## config.mk

```make
export PLATFORM = sky130hd
export DESIGN_NAME = ahb3lite_master_bridge
export DESIGN_NICKNAME = d
export VERILOG_FILES = /design/src/rtl/ahb3lite_pkg.sv /design/src/rtl/ahb3lite_master_bridge.sv
export SDC_FILE = /design/constraint.sdc
export NUM_CORES = 1
export LEC_CHECK = 0
export ABC_AREA = 1
export BUFFER_PORTS_ARGS = -buffer_cell sky130_fd_sc_hd__buf_2
export CAP_MARGIN = 20
export CORE_ASPECT_RATIO = 0.7
export CORE_MARGIN = 2
export CORE_UTILIZATION = 49
export CTS_BUF_LIST = sky130_fd_sc_hd__clkbuf_4 sky130_fd_sc_hd__clkbuf_8
export CTS_CLUSTER_DIAMETER = 100
export CTS_CLUSTER_SIZE = 25
export DETAILED_ROUTE_END_ITERATION = 8
export PLACE_DENSITY = 0.88
export RECOVER_POWER = 50
export SYNTH_ARGS = -nofsm -noshare
export SYNTH_HDL_FRONTEND = slang
export SYNTH_SLANG_ARGS = --single-unit
```

## constraint.sdc

```tcl
create_clock -name HCLK -period 1.3 [get_ports HCLK]
set_input_delay 0.065 -clock HCLK [delete_from_list [all_inputs] [get_ports HCLK]]
set_output_delay 0.065 -clock HCLK [all_outputs]
set_load 0.05 [all_outputs]
```

## src/rtl/ahb3lite_pkg.sv

```systemverilog
// Shared AHB3-Lite protocol encodings used by masters, slaves and interconnect.
// Latency: n/a (constants only).
// Backpressure: n/a (constants only).
package ahb3lite_pkg;

  // Transfer type
  localparam logic [1:0] HTRANS_IDLE   = 2'b00;
  localparam logic [1:0] HTRANS_BUSY   = 2'b01;
  localparam logic [1:0] HTRANS_NONSEQ = 2'b10;
  localparam logic [1:0] HTRANS_SEQ    = 2'b11;

  // Transfer size
  localparam logic [2:0] HSIZE_BYTE  = 3'b000;
  localparam logic [2:0] HSIZE_HWORD = 3'b001;
  localparam logic [2:0] HSIZE_WORD  = 3'b010;
  localparam logic [2:0] HSIZE_DWORD = 3'b011;

  // Burst type
  localparam logic [2:0] HBURST_SINGLE = 3'b000;
  localparam logic [2:0] HBURST_INCR   = 3'b001;

  // Slave response
  localparam logic HRESP_OKAY  = 1'b0;
  localparam logic HRESP_ERROR = 1'b1;

endpackage

```

## src/rtl/ahb3lite_master_bridge.sv

```systemverilog
// Native req/gnt to AHB3-Lite single-transfer master, up to one address and one data phase in flight.
// Latency: gnt in cycle N -> NONSEQ in N+1 -> data phase N+2 -> rsp_valid_o in N+3 with zero wait states.
// Backpressure: HREADY=0 stalls both phases and drops gnt_o; two-cycle ERROR replays the pending address phase.
module ahb3lite_master_bridge
  import ahb3lite_pkg::*;
#(
  parameter int HADDR_SIZE = 32,
  parameter int HDATA_SIZE = 32
) (
  input  logic                  HCLK,
  input  logic                  HRESET,

  // Native request side
  input  logic                  req_i,
  output logic                  gnt_o,
  input  logic                  we_i,
  input  logic [HADDR_SIZE-1:0] addr_i,
  input  logic [2:0]            size_i,
  input  logic [HDATA_SIZE-1:0] wdata_i,

  // Native completion side
  output logic                  rsp_valid_o,
  output logic                  rsp_err_o,
  output logic [HDATA_SIZE-1:0] rsp_rdata_o,

  // AHB master outputs
  output logic [HADDR_SIZE-1:0] HADDR,
  output logic [HDATA_SIZE-1:0] HWDATA,
  output logic                  HWRITE,
  output logic [2:0]            HSIZE,
  output logic [2:0]            HBURST,
  output logic [3:0]            HPROT,
  output logic [1:0]            HTRANS,
  output logic                  HMASTLOCK,

  // AHB master inputs
  input  logic [HDATA_SIZE-1:0] HRDATA,
  input  logic                  HREADY,
  input  logic                  HRESP
);

  // Data access, privileged, non-bufferable, non-cacheable
  localparam logic [3:0] HPROT_DATA_PRIV = 4'b0011;

  typedef enum logic [1:0] {
    A_IDLE   = 2'd0,
    A_NONSEQ = 2'd1,
    A_ERR    = 2'd2
  } astate_t;

  astate_t                 state, state_nxt;
  logic                    gnt;
  logic                    addr_acc;     // address phase accepted into the data phase
  logic [HDATA_SIZE-1:0]   pend_wdata;   // write data waiting for its data phase
  logic                    dp_vld;
  logic                    dp_write;
  logic                    dp_done;

  assign HBURST    = HBURST_SINGLE;
  assign HPROT     = HPROT_DATA_PRIV;
  assign HMASTLOCK = 1'b0;
  assign gnt_o     = gnt;
  assign dp_done   = dp_vld & HREADY;

  // Address-phase state register
  always_ff @(posedge HCLK) begin
    if (HRESET) state <= A_IDLE;
    else        state <= state_nxt;
  end

  // Next state, grant and transfer type
  always_comb begin
    state_nxt = state;
    gnt       = 1'b0;
    addr_acc  = 1'b0;
    HTRANS    = HTRANS_IDLE;
    case (state)
      A_IDLE: begin
        gnt = req_i & ~HRESET;
        if (gnt) state_nxt = A_NONSEQ;
      end
      A_NONSEQ: begin
        HTRANS = HRESET ? HTRANS_IDLE : HTRANS_NONSEQ;
        if (HREADY) begin
          addr_acc  = 1'b1;
          gnt       = req_i & ~HRESET;
          state_nxt = gnt ? A_NONSEQ : A_IDLE;
        end else if (dp_vld && HRESP == HRESP_ERROR) begin
          // First error cycle: withdraw the pending NONSEQ, replay it afterwards
          state_nxt = A_ERR;
        end
      end
      A_ERR: begin
        if (HREADY) state_nxt = A_NONSEQ;
      end
      default: state_nxt = A_IDLE;
    endcase
  end

  // Capture a granted request into the address phase
  always_ff @(posedge HCLK) begin
    if (HRESET) begin
      HADDR      <= '0;
      HWRITE     <= 1'b0;
      HSIZE      <= 3'b000;
      pend_wdata <= '0;
    end else if (gnt) begin
      HADDR      <= addr_i;
      HWRITE     <= we_i;
      HSIZE      <= size_i;
      pend_wdata <= wdata_i;
    end
  end

  // Data-phase tracking; HWDATA only changes when a new data phase starts
  always_ff @(posedge HCLK) begin
    if (HRESET) begin
      dp_vld   <= 1'b0;
      dp_write <= 1'b0;
      HWDATA   <= '0;
    end else if (addr_acc) begin
      dp_vld   <= 1'b1;
      dp_write <= HWRITE;
      HWDATA   <= pend_wdata;
    end else if (HREADY) begin
      dp_vld   <= 1'b0;
    end
  end

  // One-cycle completion pulse after the data phase ends
  always_ff @(posedge HCLK) begin
    if (HRESET) begin
      rsp_valid_o <= 1'b0;
      rsp_err_o   <= 1'b0;
      rsp_rdata_o <= '0;
    end else begin
      rsp_valid_o <= dp_done;
      rsp_err_o   <= dp_done & (HRESP == HRESP_ERROR);
      rsp_rdata_o <= (dp_done & ~dp_write) ? HRDATA : '0;
    end
  end

endmodule
```

==> results.sh <==
export IMPL_status="complete, but fails checks"
export IMPL_failed_checks="negative setup slack"
export IMPL_nFillCells=689
export IMPL_die_y_um=89.4
export IMPL_numPortBuffers=208
export IMPL_crit_path_max_fanout=3
export IMPL_r2r_setup_slack_ns=-0.01
export IMPL_synth_cells=715
export IMPL_grt_pass1_vias=5035
export IMPL_pwr_share_comb=0.171
export IMPL_place_ws_ns=0.0978
export IMPL_start_util=0.498
export IMPL_power_frac_seq=0.442
export IMPL_route_detailed_drc=0
export IMPL_cts_root_buf="clkbuf_8"
export IMPL_cts_buffer_depth=2
export IMPL_most_common_layout_cells="nor2_1 (236), buf_2 (152), nand2_1 (141)"
export IMPL_antenna_found_initial=1
export IMPL_yosysTopAreaCell="dfxtp_1"
export IMPL_synth_yosys_seq_area_share=0.541
export IMPL_setup_violations=2
export IMPL_finalCritPeriodShare=1.01
export IMPL_clock_power_share=0.387
export IMPL_rsz0062_at_grt="yes"
export IMPL_fmax_ghz=0.759
export IMPL_cts_buffers_inserted=17
export IMPL_yosysUniqueCellTypes=19
export IMPL_synth_area_sq_um=5100
export IMPL_overflow=0
export IMPL_final_common_cell="nor2_1"
export IMPL_switchingPower_mw=2.82
export IMPL_insertion_delay_ns=0.42
export IMPL_crit_arrival_ns=1.25
export IMPL_grt_use_total=0.273
export IMPL_endpoint_kind="output port"
export IMPL_finalCriticalPeriod_ns=1.32
export IMPL_first_iter_violations=343
export IMPL_hold_class="input pin to flip-flop"
export IMPL_sw_frac_of_total=0.275
export IMPL_synth_top_area_frac=0.541
export IMPL_dr_pass1_iters=5
export IMPL_nets=1132
export IMPL_dieArea_sq_um=11300
export IMPL_synthTopCellsByArea="dfxtp_1 (54%), nor2_1 (18%), nand2_1 (10%), inv_1 (7.7%), o21ai_0 (2.7%)"
export IMPL_p_int_mw=7.44
export IMPL_power_density_nw_per_um2=1300
export IMPL_seq_area_sq_um=2770
export IMPL_worst_slack_ns=-0.0182
export IMPL_area_delta_synth_final_pct=55.0
export IMPL_h_tree_depth=4
export IMPL_crit_type="flip-flop to output port"
export IMPL_timing_rr_start="state[1]$_SDFFE_PP0P_"
export IMPL_p_leak_nw=4.42
export IMPL_hp_start="HREADY"
export IMPL_via_per_inst=4.57
export IMPL_dp_hpwl_um=7910
export IMPL_hold_violations=0
export IMPL_ys_warn_count=0
export IMPL_tritoncts="done"
export IMPL_syn_area_per_cell_sq_um=7.14
export IMPL_r2r_end="pend_wdata[16]$_SDFFE_PP0P_"
export IMPL_drv_slew=0
export IMPL_dr_total_vias=5356
export IMPL_cp_required_ns=1.24
export IMPL_dieWidth_um=126
export IMPL_startpoint_type="flip-flop"
export IMPL_hold_ws_ns=0.0410
export IMPL_multi_input_area_sq_um=1710
export IMPL_fin_worst_skew_ns=0.0102
export IMPL_drv_cap=0
export IMPL_endpoint="gnt_o"
export IMPL_fp_row_count=31
export IMPL_grt_pass1_wl_um=24100
export IMPL_ir_drop_v=0.000834
export IMPL_routabilityCongestion=0.744
export IMPL_path_clk_slew_ns=0.07
export IMPL_core_area_sq_um=10200
export IMPL_cts_sinks=138
export IMPL_drive_gt1_frac=0.259
export IMPL_grt_max_degree=84
export IMPL_synth_seq_cells=138
export IMPL_io_pins=218
export IMPL_ff2ff_path_depth=7
export IMPL_wl_per_cell_um=13.8
export IMPL_wl_um=16200
export IMPL_ant_nets=0
export IMPL_crit_start="state[1]$_SDFFE_PP0P_"
==> area by class of cell <==
type,count,area share
Tap cell,132,0.0209
Inverter,108,0.0519
Clock buffer,22,0.0383
Timing Repair Buffer,330,0.302
Sequential cell,138,0.350
Multi-Input combinational cell,432,0.216
Antenna cell,1,0.000316
Clock inverter,10,0.0204
==> synth_stat cells <==
cell type  number
o22ai_1         1
nand4_1         1
buf_2          16
nor2_2          1
nand3_1         4
nor3b_1         1
a21oi_1         1
nand3_2         1
buf_4          12
dfxtp_1       138
inv_1         105
clkbuf_1       10
nor2_1        238
buf_6           6
o21ai_0        28
inv_2           3
conb_1          2
nand2_1       142
o21ai_1         5
==> power by group through the flow <==
stage	combinational, mW	clock, mW	sequential [mW]
3_3_place_gp	1.35	0	4.61
5_1_grt	1.89	4.24	4.56
6_report	1.75	3.97	4.54
2_1_floorplan	0.572	0	5.06
3_5_place_dp	1.37	0	4.62
4_1_cts	1.67	4.02	4.53
==> cell families after synthesis <==
group / synth area share
simple gates: 0.289
other cells: 0.00147
buf+inv: 0.133
compound gates: 0.0346
flops: 0.541
==> how the worst min path moves through the flow <==
stage / to / slack (ns) / cells after the start
floorplan: state[1]$_SDFFE_PP0P_ / 0.13 / 1
global placement: rsp_rdata_o[2]$_SDFF_PP0_ / 0.28 / 3
detailed placement: rsp_rdata_o[30]$_SDFF_PP0_ / 0.28 / 3
CTS: state[0]$_SDFFE_PP0P_ / 0.01 / 5
global route: state[0]$_SDFFE_PP0P_ / 0.03 / 5
finish: state[0]$_SDFFE_PP0P_ / 0.04 / 5
==> metal layers <==
metal,vias up,GRT usage,part of all wire
met4,0,0.111,0.024
met2,217,0.504,0.52
li1,2669,-,-
met1,2432,0.302,0.40
met3,38,0.0796,0.057
met5,-,0,0
==> flip-flops by register name, summed over array words and instances (netlist names) <==
name,cells
state,2
rsp_rdata_o,32
dp_vld,1
pend_wdata,32
rsp_valid_o,1
HWDATA,32
dp_write,1
HADDR,32
HWRITE,1
rsp_err_o,1
HSIZE,3
==> critical path, stage by stage (launching register included) <==
cell and delay [ns]:
dfxtp_2 0.34, nor2_4 0.10, nand3_4 0.10, buf_12 0.14
clkinv_4 0.04, buf_8 0.13
==> timing repair <==
| action | in CTS | in global routing |
|---|---|---|
| buffers inserted | 3 | 0 |
| hold buffers | 105 | 0 |
| gates cloned | 2 | 2 |
| gates resized for setup | 11 | 8 |
| endpoints found under the hold margin | 104 | 0 |
| endpoints found under the setup margin | 2 | 61 |
| pin swaps | 2 | 3 |
==> per-stage QoR <==
stage / power [mW] / setup TNS, ns / cells / utilization / area [sq um]
floorplan: 5.63 / 0 / 722 / - / 5130
global placement: 5.96 / 0 / 1028 / 0.606 / 6210
detailed placement: 5.99 / 0 / 1028 / 0.606 / 6210
CTS: 10.2 / -0.0460 / 1170 / 0.766 / 7840
global route: 10.7 / -0.249 / 1173 / 0.772 / 7910
finish: 10.3 / -0.0250 / 1173 / 0.772 / 7910
Note: power is estimated with default switching activity, not from simulation.
